### src/rtl/uat_pipe.sv
// uat_pipe: pipelined add/subtract unit, one carry-lookahead group per stage.
// An input register captures the operands; stage k then adds bit group k using
// the carry registered by stage k-1. The last stage's registers drive the outputs.
module uat_pipe #(
  parameter int WIDTH = 16,
  parameter int GROUP = 4
) (
  input  logic             clk,
  input  logic             rst,
  input  logic             in_valid,
  output logic             in_ready,
  input  logic [WIDTH-1:0] a,
  input  logic [WIDTH-1:0] b,
  input  logic             cin,
  input  logic             op,
  output logic             out_valid,
  input  logic             out_ready,
  output logic [WIDTH-1:0] res,
  output logic             cout,
  output logic             ovf,
  output logic             zero
);

  localparam int N = WIDTH / GROUP;

  // Index 0 is the operand register. Index k+1 holds the output of stage k.
  logic [N:0]       vld;
  logic [WIDTH-1:0] ra [0:N-1];
  logic [WIDTH-1:0] rb [0:N-1];
  logic [WIDTH-1:0] rs [0:N];
  logic             rc [0:N];
  logic             ovf_q;
  logic             zero_q;

  logic [GROUP:0]   gc [0:N-1];
  logic [WIDTH-1:0] ns [0:N-1];
  logic [GROUP-1:0] p_t;
  logic [GROUP-1:0] g_t;
  logic             stall;

  // Each carry is formed directly as a sum of products of g, p and the group
  // carry-in. No carry term depends on the carry of the previous bit.
  function automatic logic [GROUP:0] cla(input logic [GROUP-1:0] p,
                                         input logic [GROUP-1:0] g,
                                         input logic             c0);
    logic [GROUP:0] c;
    logic           t;
    logic           acc;
    c    = '0;
    c[0] = c0;
    for (int i = 0; i < GROUP; i++) begin
      t = c0;
      for (int m = 0; m <= i; m++) t = t & p[m];
      acc = t;
      for (int j = 0; j <= i; j++) begin
        t = g[j];
        for (int m = j + 1; m <= i; m++) t = t & p[m];
        acc = acc | t;
      end
      c[i+1] = acc;
    end
    return c;
  endfunction

  // A full pipe only advances when the consumer takes the result.
  always_comb begin
    stall    = vld[N] && !out_ready;
    in_ready = !stall;
  end

  // Per-stage group sum and carries. Completed lower bits pass forward unchanged.
  always_comb begin
    p_t = '0;
    g_t = '0;
    for (int k = 0; k < N; k++) begin
      p_t   = ra[k][k*GROUP +: GROUP] ^ rb[k][k*GROUP +: GROUP];
      g_t   = ra[k][k*GROUP +: GROUP] & rb[k][k*GROUP +: GROUP];
      gc[k] = cla(p_t, g_t, rc[k]);
      ns[k] = rs[k];
      ns[k][k*GROUP +: GROUP] = p_t ^ gc[k][GROUP-1:0];
    end
  end

  // Pipeline registers. Reset wins over stall. Operands are carried at full width
  // and bits that are already consumed are left for synthesis to prune.
  always_ff @(posedge clk) begin
    if (rst) begin
      vld    <= '0;
      ovf_q  <= 1'b0;
      zero_q <= 1'b0;
      for (int k = 0; k < N; k++) begin
        ra[k] <= '0;
        rb[k] <= '0;
      end
      for (int k = 0; k <= N; k++) begin
        rs[k] <= '0;
        rc[k] <= 1'b0;
      end
    end else if (!stall) begin
      vld[0] <= in_valid;
      ra[0]  <= a;
      rb[0]  <= op ? ~b : b;
      rc[0]  <= op ? 1'b1 : cin;
      rs[0]  <= '0;
      for (int k = 0; k < N; k++) begin
        vld[k+1] <= vld[k];
        rs[k+1]  <= ns[k];
        rc[k+1]  <= gc[k][GROUP];
      end
      for (int k = 0; k < N - 1; k++) begin
        ra[k+1] <= ra[k];
        rb[k+1] <= rb[k];
      end
      ovf_q  <= gc[N-1][GROUP] ^ gc[N-1][GROUP-1];
      zero_q <= (ns[N-1] == '0);
    end
  end

  // The last stage's registers drive the outputs directly.
  always_comb begin
    out_valid = vld[N];
    res       = rs[N];
    cout      = rc[N];
    ovf       = ovf_q;
    zero      = zero_q;
  end

endmodule

### config.mk
export PLATFORM = sky130hd
export DESIGN_NAME = uat_pipe
export DESIGN_NICKNAME = d
export VERILOG_FILES = /design/src/rtl/uat_pipe.sv
export SDC_FILE = /design/constraint.sdc
export NUM_CORES = 1
export LEC_CHECK = 0
export CORE_ASPECT_RATIO = 0.6
export CORE_MARGIN = 4
export CORE_UTILIZATION = 25
export DETAILED_ROUTE_END_ITERATION = 10
export PLACE_DENSITY = 0.52
export SYNTH_ARGS = -nofsm -noshare
export SYNTH_HDL_FRONTEND = slang
export SYNTH_SLANG_ARGS = --single-unit
### constraint.sdc
create_clock -name clk -period 6.1 [get_ports clk]
set_input_delay 1.83 -clock clk [delete_from_list [all_inputs] [get_ports clk]]
set_output_delay 1.83 -clock clk [all_outputs]
set_load 0.02 [all_outputs]
# Word level (Yosys, flattened, before mapping)

Memory sizes are Yosys's and may differ from the RTL's.
Index checks and enable logic that the tools add are counted.

Memories kept: 4
Bits of input ports: 38
Bits in registers: 7
Memory bits (writable): 213

Reductions and logical operators: 4
Bitwise operators: 112
Mux-type cells: 25

Memory list:

| memory | depth | width | rd ports | clocked after memory_dff | wr ports | RTL line | text |
|---|---|---|---|---|---|---|---|
| rs     | 5     | 16    | 5        | 0                        | 5        | 30       | `logic [WIDTH-1:0] rs [0:N];` |
| ra     | 4     | 16    | 4        | 0                        | 4        | 28       | `logic [WIDTH-1:0] ra [0:N-1];` |
| rb     | 4     | 16    | 4        | 0                        | 4        | 29       | `logic [WIDTH-1:0] rb [0:N-1];` |
| rc     | 5     | 1     | 5        | 0                        | 5        | 31       | `logic rc [0:N];` |

Operator list:

| kind              | count |
|---|---|
| 2-to-1 mux 16 bit | 14 |
| OR 1 bit          | 58 |
| bitwise AND 1 bit | 40 |
| bitwise XOR 4 bit | 8 |
| bitwise AND 4 bit | 4 |
| zero test 16 bit  | 1 |
| NOT 16 bit        | 1 |
| 2-to-1 mux 1 bit  | 11 |
| zero test 1 bit   | 2 |
| logical AND 1 bit | 1 |
| bitwise XOR 1 bit | 1 |

# Longest topological paths before layout

Gate-level depths: netlist (run 1).

Depth after elaboration: 10
Mapped depth: 6
Mapped depth without buffers: 6

# Worst setup path after synthesis (run 1)

OpenSTA, ideal clock, no wires.

Path kind: input port to flip-flop
Start: in out_ready
End: mem ra[0][0], enable pin
Cell stages on the path: 5
Required time: 5622 ps
Path buffers: 1
Arrival: 4679 ps
Setup slack: 942 ps
Cells stage by stage: nor2b_1 -> buf_2 -> inv_2 -> nor2_1 -> inv_1

RTL lines:

| element            | RTL line | text |
|---|---|---|
| start: declaration | 17       | `input logic out_ready,` |
| end: declaration   | 28       |  |

# Worst setup path in the final report (run 1)

Start: in out_ready
End: out in_ready

Cells in the longest elaborated chain, start to end: 3

Ends and longest elaborated chain:

| element           | RTL line | text |
|---|---|---|
| zero test 1 bit   | 67       | `stall = vld[N] && !out_ready;` |
| logical AND 1 bit | 67       |  |
| zero test 1 bit   | -        |  |
| end: declaration  | 11       | `output logic in_ready,` |

Every way passes these cells.

==> results of run 1 <==
power groups by stage:
stage | Sequential [mW] | Combinational (mW) | Clock (mW)
floorplan | 1.07 | 0.0701 | 0
global placement | 1.07 | 0.126 | 0
detailed placement | 1.07 | 0.128 | 0
CTS | 1.06 | 0.129 | 1.03
global route | 1.06 | 0.143 | 1.08
finish | 1.06 | 0.126 | 1.01
worst max-delay path by stage:
stage          startpoint       end  slack, ns
2_1_floorplan   out_ready  ra[0][0]       0.94
6_report        out_ready  in_ready       0.75
3_5_place_dp    out_ready  in_ready       0.77
5_1_grt         out_ready  in_ready       0.61
3_3_place_gp    out_ready  in_ready       0.87
4_1_cts         out_ready  in_ready       0.77
per-stage QoR:
stage               power, mW  area (µm²)  util (%)  hold WS, ns
floorplan               1.143        5512         -       0.4321
CTS                     2.215        7004     32.82       0.4622
global route            2.280        7004     32.82       0.4764
global placement        1.199        6414     30.05       0.4410
detailed placement      1.203        6414     30.05       0.4533
finish                  2.193        7004     32.82       0.4574
cells in the final DEF (no fill, tap or decap), drive strengths merged:
cell type	count
a21oi	8
a311oi	1
a32o	1
and2	92
and4	1
buf	3
bufinv	3
clkbuf	18
clkdlybuf4s50	58
clkinv	7
clkinvlp	3
dfxtp	7
edfxtp	125
fa	4
ha	20
inv	5
nand2	10
nand2b	2
nand3	1
nor2	31
nor2b	1
nor3	11
nor3b	2
nor4	1
o211ai	1
o21a	8
o21ai	3
or4	2
xnor2	22
critical path, stage by stage:
cell	delay (ns)
clkdlybuf4s50_1	0.40
nor2b_1	0.51
inv_2	0.19
clkdlybuf4s50_1	0.59
flip-flops by register name, indices dropped and copies added, names as in the netlist:
signal and cells:
ovf 1, ra 40, rb 40, rc 5, rs 40, vld 5
zero 1
synth_stat cells:
| library cell | number |
|---|---|
| o211ai_1 | 1 |
| and2_1 | 91 |
| and4_1 | 1 |
| and2_2 | 1 |
| or4_1 | 1 |
| inv_1 | 3 |
| a311oi_1 | 1 |
| inv_2 | 1 |
| nor2_2 | 1 |
| nor4_2 | 1 |
| a32o_2 | 1 |
| a21oi_1 | 8 |
| o21a_1 | 8 |
| xnor2_1 | 22 |
| ha_1 | 20 |
| nand2_1 | 10 |
| nor3_1 | 11 |
| or4_4 | 1 |
| nand3_1 | 1 |
| edfxtp_1 | 125 |
| clkbuf_1 | 12 |
| nor2b_1 | 1 |
| buf_2 | 5 |
| dfxtp_1 | 7 |
| nor2_1 | 30 |
| nor3b_1 | 2 |
| fa_1 | 4 |
| nand2b_1 | 2 |
| o21ai_0 | 3 |
final cells by class:
| class | count | area (µm²) |
|---|---|---|
| Inverter | 4 | 17.52 |
| Multi-Input combinational cell | 222 | 1538 |
| Sequential cell | 132 | 3894 |
| Clock inverter | 14 | 161.4 |
| Tap cell | 279 | 349.1 |
| Fill cell | 2144 | 14340 |
| Clock buffer | 18 | 429.2 |
| Timing Repair Buffer | 61 | 615.6 |
per-layer routing:
metal / vias up / GRT usage [%] / routed length (µm)
li1: 1439 / - / -
met1: 1271 / 12.20 / 5113
met2: 70 / 9.970 / 3336
met3: 12 / 2.751 / 516
met4: 0 / 3.308 / 152
met5: - / 0 / 0
logic make-up (layout without fill, tap and decap cells):
family | after synthesis | in the layout
simple gates | 154 | 154
flops | 132 | 132
fa+ha+maj | 24 | 24
compound gates | 22 | 22
xor+xnor | 22 | 22
buf+inv | 21 | 97
==> impl_metrics.tcl, run 1 <==
set metrics [dict create \
    outcome "complete, no violations" \
    ys_seq_area_share_pct 70.65 \
    cts_buffer_depth 2 \
    finalSetupViolCount 0 \
    ant_nets 0 \
    grt_pass1_wl_mm 14.99 \
    num_vias 2792 \
    worstSetupPathType "input pin to output port" \
    timing.rr.start "vld[4]" \
    p_int_mw 1.747 \
    worstHoldStart "vld[3]" \
    antenna_found_initial 0 \
    route.detailed.drc 0 \
    dp_slack_ns 0.7708 \
    cts_sinks 132 \
    holdPathStages 2 \
    root_buffer "clkbuf_16" \
    cts_buffers 17 \
    instances_no_fill 730 \
    area.growth.synth_to_final_pct 27.08 \
    relSlewSlack_pct 30.80 \
    wl_per_cell_um 12.49 \
    required_ns 4.27 \
    timing.final.crit_share_pct 87.71 \
    comb_power_share_pct 5.8 \
    power_switching_mw 0.4462 \
    dr.pass1.iters 4 \
    startpoint_type "input pin" \
    worstMarginPinSlew_ns 1.036 \
    reg2reg_depth 5 \
    whs_endpoint "vld[3]" \
    synth_adder_area_share_pct 5.993 \
    die_y_um 123.0 \
    core_um2 21340 \
    synth-compound-area-share_pct 2.588 \
    yosys.area_share.xor_xnor_pct 3.496 \
    fp.dieW_um 199.7 \
    syn_inst 375 \
    grt_pass1_vias 2924 \
    start_util_pct 25.83 \
    synth_area_leader_cell "edfxtp_1" \
    nets 500 \
    dp_cells 698 \
    end_kind "output port" \
    slew_viol_final 0 \
    ys_warn_count 0 \
    row_count 41 \
    totalWireLength_mm 9.118 \
    min_path_type "flip-flop to flip-flop" \
    power.static_leakage_nw 2.791 \
    hold_violations 0 \
    io_pins 59 \
    netlist_area_um2 5512 \
    grt_remaining_overflow 0 \
    rr_endpoint "rb[0][13]" \
    cp.arrival_ns 3.52 \
    p_per_area_nw_per_um2 313.1 \
    dp_hpwl_mm 6.099 \
    synth-simple-area-share_pct 15.73 \
    min_period_ns 5.350 \
    cap_violations 0 \
    cts_htree_levels 4 \
    clkTransAtPathRegs_ns 0.06 \
    yosysTopAreaCellShare_pct 68.10 \
    seqPwrFrac_pct 48.1 \
    ir_worst_vdd_mv 0.1793 \
    avgSynthCellArea_um2 14.70 \
    drt-initial-drc-count 108 \
    r2r_setup_slack_ns 3.79 \
    postCtsSetupBuffers 0 \
    cts_resized 0 \
    synth_nets 437 \
    crit_fanout 9 \
    drive_above_1_share_pct 8.647 \
    ys_types 29 \
    synth_top_family_by_area "simple AND/OR/NAND/NOR gates" \
    tns_ns 0 \
    synth-seq-cells 132 \
    grtUsageTotal_pct 7.963 \
    clk_latency_ns 0.41 \
    cts_hold_buffers 0 \
    finalWeightedCongestion 0.7008 \
    n_antenna_cell 0 \
    switching_share_pct 20.35 \
    fmax_mhz 186.9 \
    rsz0062_at_grt "false" \
    numPortBuffers 58 \
    fin_worst_skew_ns 0.009210 \
    synth_area_leaders "edfxtp_1 68%, and2_1 10%, ha_1 4.5%, xnor2_1 3.5%, dfxtp_1 2.5%" \
    die_area_um2 24560 \
    grt_max_degree 70 \
    vias_per_cell 3.825 \
    clkPwrFrac_pct 46.1 \
    synth_mux_area_share_pct 0 \
    cts_tree "yes" \
    setup_ws_ns 0.7498 \
]
(Power assumes the default switching activity.)
==> run 2, diff against run 1 <==
- DONT_BUFFER_PORTS: not set -> 1
- PLACE_DENSITY: 0.52 -> 0.48
==> run 2 against run 1 <==
Compared with the run above: critical path depth is 2 lower; sequential power hardly changed; clock-buffer cell count shrank 1; die area unchanged; highest routed layer unchanged.
==> impl_metrics.tcl, run 2 (synthesis results as in run 1) <==
set metrics [dict create \
    power.static_leakage_nw 2.575 \
    num_vias 2557 \
    dp_hpwl_mm 5.885 \
    cts_htree_levels 4 \
    fillers 2149 \
    p_per_area_nw_per_um2 341.7 \
    power_mw 2.198 \
    grt_pass1_wl_mm 14.67 \
    vias_per_cell 3.805 \
    fin_worst_skew_ns 0.01122 \
    cts_resized 0 \
    drive_above_1_share_pct 9.669 \
    crit_fanout 9 \
    cts_tree "yes" \
    min_period_ns 4.378 \
    r2r_setup_slack_ns 3.37 \
    critical-path-slowest-cell "nor2b_1" \
    numPortBuffers 0 \
    cts_hold_buffers 0 \
    cts_buffer_depth 2 \
    totalWireLength_mm 9.065 \
    end_kind "output port" \
    io_pins 59 \
    reg2reg_depth 5 \
    wl_per_cell_um 13.49 \
    cp.arrival_ns 2.55 \
    dr.pass1.iters 4 \
    cp_num_buf_inv 1 \
    outcome "complete, no violations" \
    fp.dieW_um 199.7 \
    clk_latency_ns 0.41 \
    startpoint "out_ready" \
    seq_area_um2 3894 \
    antenna_found_initial 0 \
    finalWeightedCongestion 0.7256 \
    drt-initial-drc-count 92 \
    clkTransAtPathRegs_ns 0.05 \
    mostFrequentLayoutCells "125 x edfxtp_1, 91 x and2_1, 30 x nor2_1" \
    holdPathStages 2 \
    route.detailed.drc 0 \
    hold_violations 0 \
    tns_ns 0 \
    core_um2 21340 \
    grt_max_degree 95 \
    die_y_um 123.0 \
    start_util_pct 25.83 \
    postCtsSetupBuffers 0 \
    rsz0062_at_grt "false" \
    crit_path_end "in_ready" \
    n_antenna_cell 0 \
    cts_sinks 132 \
    max_stage_delay_ns 0.47 \
    grtUsageTotal_pct 7.988 \
    required_ns 4.27 \
    crit_family "simple AND/OR/NAND/NOR gates" \
    relSlewSlack_pct 32.28 \
    grt_remaining_overflow 0 \
    cp_cell_sequence "nor2b_1, inv_2" \
    ir_worst_vdd_mv 0.1678 \
    cts_buffers 17 \
    worstSetupPathType "input pin to output port" \
    root_buffer "clkbuf_16" \
    cp.depth 2 \
    final_common_cell "edfxtp_1" \
    worstMarginPinSlew_ns 1.016 \
    min_path_type "flip-flop to flip-flop" \
    multi_input_area_um2 1538 \
    finalSetupViolCount 0 \
    row_count 41 \
    top_regs "ra x40, rb x40, rs x40" \
    ant_nets 0 \
    nets 442 \
    cap_violations 0 \
    die_area_um2 24560 \
    slew_viol_final 0 \
    startpoint_type "input pin" \
    timing.final.crit_share_pct 71.78 \
    rr_endpoint "rs[3][7]" \
    timing.rr.start "vld[4]" \
    area.growth.synth_to_final_pct 16.69 \
    fmax_mhz 228.4 \
    grt_pass1_vias 2809 \
]
==> run 2: cell types whose count changed in the layout (fill, tap and decap cells not counted), sizes merged <==
cell,delta
clkinv,-1
clkbuf,-1
inv,+1
bufinv,+1
clkdlybuf4s50,-58
==> run 2: per-stage QoR <==
stage	utilization, %	hold slack [ns]	area [µm²]	instances	setup WS, ns
6_report	30.14	0.4640	6431	672	1.722
5_1_grt	30.14	0.4800	6431	672	1.664
4_1_cts	30.14	0.4585	6431	672	1.742
3_5_place_dp	27.27	0.4496	5821	640	1.742
3_3_place_gp	27.27	0.4356	5821	640	1.793
2_1_floorplan	-	0.4321	5512	375	0.9424
==> run 2: layout make-up <==
cell class / count / area share, %
clock buffers: 17 / 6.615
clock inverters: 15 / 2.879
inverters: 4 / 0.2724
multi-input cells: 222 / 23.91
flip-flops and latches: 132 / 60.54
well taps: 279 / 5.428
repair buffers: 3 / 0.3502
==> run 2: report_power, final <==
| group | internal (mW) | total, mW | switching (mW) |
|---|---|---|---|
| clock network | 0.679 | 1.05 | 0.374 |
| logic | 0.0413 | 0.0840 | 0.0427 |
| registers | 1.04 | 1.06 | 0.0223 |
| total | 1.76 | 2.20 | 0.439 |
==> run 2: worst min path at each step <==
stage / from / end / slack [ns]
floorplan: vld[0] / vld[0] / 0.43
detailed placement: vld[2] / vld[2] / 0.45
global route: vld[2] / vld[2] / 0.48
finish: vld[0] / vld[1] / 0.46
CTS: vld[2] / vld[2] / 0.46
global placement: vld[0] / vld[0] / 0.44
==> run 2: per-layer routing <==
layer  global-route usage [%]  vias to the layer above  routed length [µm]
met1                    10.75                     1178                4693
met4                    3.265                        0                  82
li1                         -                     1328                   -
met2                    11.51                       44                3831
met5                        0                        -                   0
met3                    3.186                        7                 458
